### src/rtl/fruit_classify_vote.sv
// fruit_classify_vote: per-frame fruit classifier with a majority-style vote over recent frames.
//
// Video passes through with one pixelclk of delay. On each rising edge of i_vsync the block
// snapshots the object features and runs an FSM: IDLE -> CAPTURE -> ARGMAX (NUM_SCORES cycles,
// one channel per cycle) -> DECIDE -> VOTE -> IDLE. The class is pushed into a short history;
// the committed class `sort` only moves when enough history entries agree.
//
// Ports:
//   pixelclk, reset              clock and synchronous active-high reset
//   i_rgb/i_hsync/i_vsync/i_de   video in
//   o_rgb/o_hsync/o_vsync/o_de   video out, one cycle later
//   area, f1, scores             object features (score channel k at [k*SCORE_W +: SCORE_W])
//   area_min, area_small, f1_hi  runtime thresholds
//   sort                         committed class
//   sort_raw, votes, sort_valid  latest class, its history match count, update pulse
//   frame_drop                   pulse for a trigger that arrived while busy
module fruit_classify_vote #(
    parameter int unsigned NUM_SCORES = 11,
    parameter int unsigned SCORE_W    = 24,
    parameter int unsigned VOTE_DEPTH = 4,
    parameter int unsigned VOTE_MIN   = 3
) (
    input  logic                          pixelclk,
    input  logic                          reset,
    input  logic [23:0]                   i_rgb,
    input  logic                          i_hsync,
    input  logic                          i_vsync,
    input  logic                          i_de,
    input  logic [15:0]                   area,
    input  logic [7:0]                    f1,
    input  logic [NUM_SCORES*SCORE_W-1:0] scores,
    input  logic [15:0]                   area_min,
    input  logic [15:0]                   area_small,
    input  logic [7:0]                    f1_hi,
    output logic [23:0]                   o_rgb,
    output logic                          o_hsync,
    output logic                          o_vsync,
    output logic                          o_de,
    output logic [3:0]                    sort,
    output logic [3:0]                    sort_raw,
    output logic                          sort_valid,
    output logic [3:0]                    votes,
    output logic                          frame_drop
);

    localparam logic [2:0] StIdle    = 3'd0;
    localparam logic [2:0] StCapture = 3'd1;
    localparam logic [2:0] StArgmax  = 3'd2;
    localparam logic [2:0] StDecide  = 3'd3;
    localparam logic [2:0] StVote    = 3'd4;

    localparam logic [3:0] LastIdx = 4'(NUM_SCORES - 1);

    logic [2:0]                    state_q, state_d;
    logic                          vsync_prev_q;
    logic                          trigger;
    logic [3:0]                    idx_q;
    logic [3:0]                    best_idx_q;
    logic [SCORE_W-1:0]            best_val_q;
    logic [SCORE_W-1:0]            score_sel;
    logic                          take_best;
    logic [15:0]                   area_q, area_min_q, area_small_q;
    logic [7:0]                    f1_q, f1_hi_q;
    logic [NUM_SCORES*SCORE_W-1:0] scores_q;
    logic [3:0]                    hist_q [VOTE_DEPTH];
    logic [3:0]                    class_d;
    logic [3:0]                    votes_d;

    // Kept apart from o_vsync and loaded even during reset, so a vsync already high when
    // reset drops is not mistaken for a new frame.
    always_ff @(posedge pixelclk) begin
        vsync_prev_q <= i_vsync;
    end

    assign trigger = ~vsync_prev_q & i_vsync;

    always_ff @(posedge pixelclk) begin
        if (reset) begin
            o_rgb   <= '0;
            o_hsync <= 1'b0;
            o_vsync <= 1'b0;
            o_de    <= 1'b0;
        end else begin
            o_rgb   <= i_rgb;
            o_hsync <= i_hsync;
            o_vsync <= i_vsync;
            o_de    <= i_de;
        end
    end

    always_comb begin
        state_d = state_q;
        case (state_q)
            StIdle:    if (trigger) state_d = StCapture;
            StCapture: state_d = StArgmax;
            StArgmax:  if (idx_q == LastIdx) state_d = StDecide;
            StDecide:  state_d = StVote;
            StVote:    state_d = StIdle;
            default:   state_d = StIdle;
        endcase
    end

    always_comb begin
        score_sel = '0;
        for (int k = 0; k < int'(NUM_SCORES); k++) begin
            if (idx_q == 4'(k)) score_sel = scores_q[k*SCORE_W +: SCORE_W];
        end
    end

    // Channel 0 seeds the running best; afterwards only a strictly larger score replaces it,
    // so ties keep the lowest index.
    assign take_best = (idx_q == 4'd0) || (score_sel > best_val_q);

    always_comb begin
        if (area_q < area_min_q) begin
            class_d = 4'd0;
        end else if (area_q < area_small_q) begin
            class_d = 4'd6;
        end else if (f1_q > f1_hi_q) begin
            class_d = 4'd5;
        end else if (best_idx_q == 4'd15) begin
            class_d = 4'd15;
        end else begin
            class_d = best_idx_q + 4'd1;
        end
    end

    // The new entry always matches itself; the oldest entry is about to be discarded.
    always_comb begin
        votes_d = 4'd1;
        for (int i = 0; i < int'(VOTE_DEPTH) - 1; i++) begin
            if (hist_q[i] == class_d) votes_d = votes_d + 4'd1;
        end
    end

    always_ff @(posedge pixelclk) begin
        if (state_q == StCapture) begin
            area_q       <= area;
            f1_q         <= f1;
            scores_q     <= scores;
            area_min_q   <= area_min;
            area_small_q <= area_small;
            f1_hi_q      <= f1_hi;
        end
    end

    // The VOTE results are registered on the edge that enters VOTE, so sort_raw, votes, sort
    // and the sort_valid pulse are all visible during the VOTE cycle itself.
    always_ff @(posedge pixelclk) begin
        if (reset) begin
            state_q    <= StIdle;
            idx_q      <= '0;
            best_idx_q <= '0;
            best_val_q <= '0;
            sort       <= '0;
            sort_raw   <= '0;
            votes      <= '0;
            sort_valid <= 1'b0;
            frame_drop <= 1'b0;
            for (int i = 0; i < int'(VOTE_DEPTH); i++) hist_q[i] <= '0;
        end else begin
            state_q    <= state_d;
            sort_valid <= 1'b0;
            frame_drop <= trigger && (state_q != StIdle);
            case (state_q)
                StCapture: idx_q <= '0;
                StArgmax: begin
                    if (take_best) begin
                        best_val_q <= score_sel;
                        best_idx_q <= idx_q;
                    end
                    idx_q <= idx_q + 4'd1;
                end
                StDecide: begin
                    hist_q[0] <= class_d;
                    for (int i = 1; i < int'(VOTE_DEPTH); i++) hist_q[i] <= hist_q[i-1];
                    sort_raw   <= class_d;
                    votes      <= votes_d;
                    sort_valid <= 1'b1;
                    if (votes_d >= 4'(VOTE_MIN)) sort <= class_d;
                end
                default: ;
            endcase
        end
    end

endmodule

### config.mk
export PLATFORM = sky130hd
export DESIGN_NAME = fruit_classify_vote
export DESIGN_NICKNAME = d
export VERILOG_FILES = /design/src/rtl/fruit_classify_vote.sv
export SDC_FILE = /design/constraint.sdc
export NUM_CORES = 1
export LEC_CHECK = 0
export CAP_MARGIN = 25
export CORE_ASPECT_RATIO = 2
export CORE_UTILIZATION = 50
export CTS_BUF_LIST = sky130_fd_sc_hd__clkbuf_4
export DETAILED_ROUTE_END_ITERATION = 7
export GPL_TIMING_DRIVEN = 0
export PLACE_DENSITY = 0.8
export SYNTH_ARGS = -nofsm -noshare
export SYNTH_HDL_FRONTEND = slang
export SYNTH_SLANG_ARGS = --single-unit
### constraint.sdc
create_clock -name pixelclk -period 44.6 [get_ports pixelclk]
set_clock_uncertainty 0.1 [all_clocks]
set_input_delay 4.46 -clock pixelclk [delete_from_list [all_inputs] [get_ports pixelclk]]
set_output_delay 4.46 -clock pixelclk [all_outputs]
set_load 0.03 [all_outputs]
==> flow_metrics.env <==
export IMPL_synthXorXnorAreaFrac_pct=0.578
export IMPL_postRouteAntennaNets=0
export IMPL_grt_overflow=0
export IMPL_clock_sink_count=416
export IMPL_tightest_slew_ns=0.824
export IMPL_p_per_area_nw_per_um2=36.3
export IMPL_netlist_area_um2=16700
export IMPL_layout_common_cells="clkdlybuf4s50_1, edfxtp_1, clkbuf_4"
export IMPL_synth_adder_area_share_pct=5.30
export IMPL_final_common_cell="clkdlybuf4s50_1"
export IMPL_critPathArrivalTime_ns=1.86
export IMPL_fmax_ghz=0.156
export IMPL_place_area_um2=21500
export IMPL_postCtsHoldBufs=0
export IMPL_grt_pass1_vias=12800
export IMPL_synth_fp_nets=1608
export IMPL_synth_edf_count=340
export IMPL_r2r_start="idx_q[1]"
export IMPL_setup_viol=0
export IMPL_synth_top_family_by_area="compound AO/OA/AOI/OAI gates"
export IMPL_core_area_um2=32800
export IMPL_cts_buffers=92
export IMPL_status="finished clean"
export IMPL_wirelength_um=45100
export IMPL_cts_tree="yes"
export IMPL_num_rows=94
export IMPL_slew_headroom_pct=44.8
export IMPL_required_ns=40.04
export IMPL_initial_core_util_pct=50.8
export IMPL_viasPerCell=5.41
export IMPL_gp_congestion=0.870
export IMPL_cts_resized_gates=0
export IMPL_io_buffers=395
export IMPL_dieArea_um2=34100
export IMPL_wl_per_cell_um=20.3
export IMPL_synth_compound_area_share_pct=9.86
export IMPL_maxCapViolations=0
export IMPL_drc=0
export IMPL_dp_final_hpwl_um=34500
export IMPL_die_w_um=131
export IMPL_ys_warn_count=0
export IMPL_worstRegToRegCells=21
export IMPL_syn_area_per_cell_um2=14.1
export IMPL_max_vdd_ir_drop_v=0.0000347
export IMPL_crit_chain="clkdlybuf4s50_1"
export IMPL_drive_above_1_share_pct=11.0
export IMPL_design_area_um2=22800
export IMPL_r2r_slack_ns=39.34
export IMPL_leakagePower_uw=0.00822
export IMPL_vias=12000
export IMPL_fin_cells=2220
export IMPL_root_buffer="clkbuf_4"
export IMPL_finalCritPeriodShare_pct=14.4
export IMPL_path_class="register to output pin"
export IMPL_critPathBufInv=1
export IMPL_crit_cells=1
export IMPL_whs_path_depth=1
export IMPL_cts_max_path_buffers=3
export IMPL_htreeDepth=3
export IMPL_clkTransAtPathRegs_ns=0.07
export IMPL_grt_max_degree=15
export IMPL_muxShareOfSynthArea_pct=1.87
export IMPL_nNetsFinal=2125
export IMPL_power_uw=825
export IMPL_synthDistinctLibCells=70
export IMPL_worstHoldStart="sort_raw[0]"
export IMPL_drt_iter0_drc=554
export IMPL_antenna_found_initial=12
export IMPL_min_period_ns=6.42
export IMPL_ys_seq_elements=416
export IMPL_cp_slowest_cell="clkdlybuf4s50_1"
export IMPL_rsz0062_at_grt="no"
export IMPL_fillers=2230
export IMPL_fin_util_pct=69.4
export IMPL_setup_tns_final_ns=0
export IMPL_grt_first_pass_wirelength_um=65600
export IMPL_cp_max_fo=1
export IMPL_holdPathEnd="sort_raw[0]"
export IMPL_boundaryPins=398
export IMPL_post_cts_buffers=0
export IMPL_synthSimpleGateAreaFrac_pct=8.89
export IMPL_slowest_delay_ns=0.69
export IMPL_die_height_um=260
export IMPL_placed_cells=2036
export IMPL_path_delay_family="buffers and inverters"
export IMPL_area_growth_pct=36.7
export IMPL_start_kind="register"
export IMPL_finalMaxSlewViolations=0
export IMPL_firstDrtPassIters=7
export IMPL_grt_use_total_pct=26.5
export IMPL_synth_ff_type="edfxtp_1"
export IMPL_hold_path_class="register to register"
export IMPL_netlist_instances=1181
export IMPL_rr_endpoint="best_val_q[7]"
export IMPL_timing_final_hold_violations=0
export IMPL_synthArstFlopShare_pct=0
export IMPL_worstSetupEndpointType="output pin"
export IMPL_clk_latency_ns=0.80
export IMPL_ys_seq_area_share_pct=70.4
[logic make-up (layout without fill, tap and decap cells)]
group / count (synthesis) / in the layout
xor gates and xnor gates: 11 / 11
buffers and inverters: 132 / 724
DFF: 416 / 416
adders and majority gates: 70 / 70
AOI/OAI and AO/OA: 226 / 226
and+or+nand+nor: 294 / 294
muxes: 31 / 31
other: 1 / 16
[where the power goes]
part,internal (uW),switching [uW]
registers,433,4.19
logic,46.3,34.8
clock network,158,149
total,638,188
[area by class of cell]
| class | instances | area (um2) | area share [%] |
|---|---|---|---|
| sequential | 416 | 11700 | 51.5 |
| multi-input combinational | 633 | 4420 | 19.4 |
| timing repair buffer | 423 | 4280 | 18.8 |
| clock buffer | 128 | 961 | 4.22 |
| tap | 432 | 541 | 2.37 |
| clock inverter | 41 | 284 | 1.25 |
| inverter | 74 | 278 | 1.22 |
| buffer | 58 | 230 | 1.01 |
| antenna | 15 | 37.5 | 0.165 |
[Yosys cell counts, drive strengths merged, types with 16 or more instances]
library cell / instances / share of area, %
o21ai: 57 / 1.7
edfxtp: 340 / 61
a21oi: 24 / 0.72
ha: 69 / 5.2
mux2i: 30 / 1.8
nand4: 36 / 1.4
and2: 16 / 0.61
dfxtp: 76 / 9.1
clkbuf: 48 / 1.1
o221ai: 23 / 1.2
a22oi: 48 / 2.2
nand2: 103 / 2.3
inv: 74 / 1.7
nor2: 56 / 1.3
a221o: 25 / 1.5
nor2b: 32 / 1.2
[worst max-delay path by stage]
stage / slack (ns) / from / to
after floorplan: 18.32 / state_q[0] / idx_q[3]
after global placement: 10.27 / state_q[0] / idx_q[3]
after detailed placement: 38.26 / reset / best_val_q[22]
after CTS: 38.12 / o_rgb[10] / o_rgb[10]
after global routing: 38.08 / sort[1] / sort[1]
final: 38.18 / o_rgb[10] / o_rgb[10]
[per-stage QoR]
| stage | hold slack (ns) | worst slack (ns) |
|---|---|---|
| 2_1_floorplan | 0.360 | 18.32 |
| 3_3_place_gp | 0.340 | 10.27 |
| 3_5_place_dp | 0.346 | 38.26 |
| 4_1_cts | 0.367 | 38.12 |
| 5_1_grt | 0.386 | 38.08 |
| 6_report | 0.361 | 38.18 |
[state kept, by name, indices dropped and copies added (netlist names), 8 cells and up]
name,count
area_small_q,16
best_val_q,24
f1_hi_q,8
area_q,16
f1_q,8
scores_q,264
area_min_q,16
hist_q,12
o_rgb,24
[layer usage]
metal  vias up  part of all wire, %  GRT usage [%]
li1       5566                    -              -
met1      5772                   30           22.0
met2       536                   58           51.8
met3       144                  6.5           6.79
met4         0                  5.5           17.9
met5         -                    0              0
(Power assumes the default switching activity.)
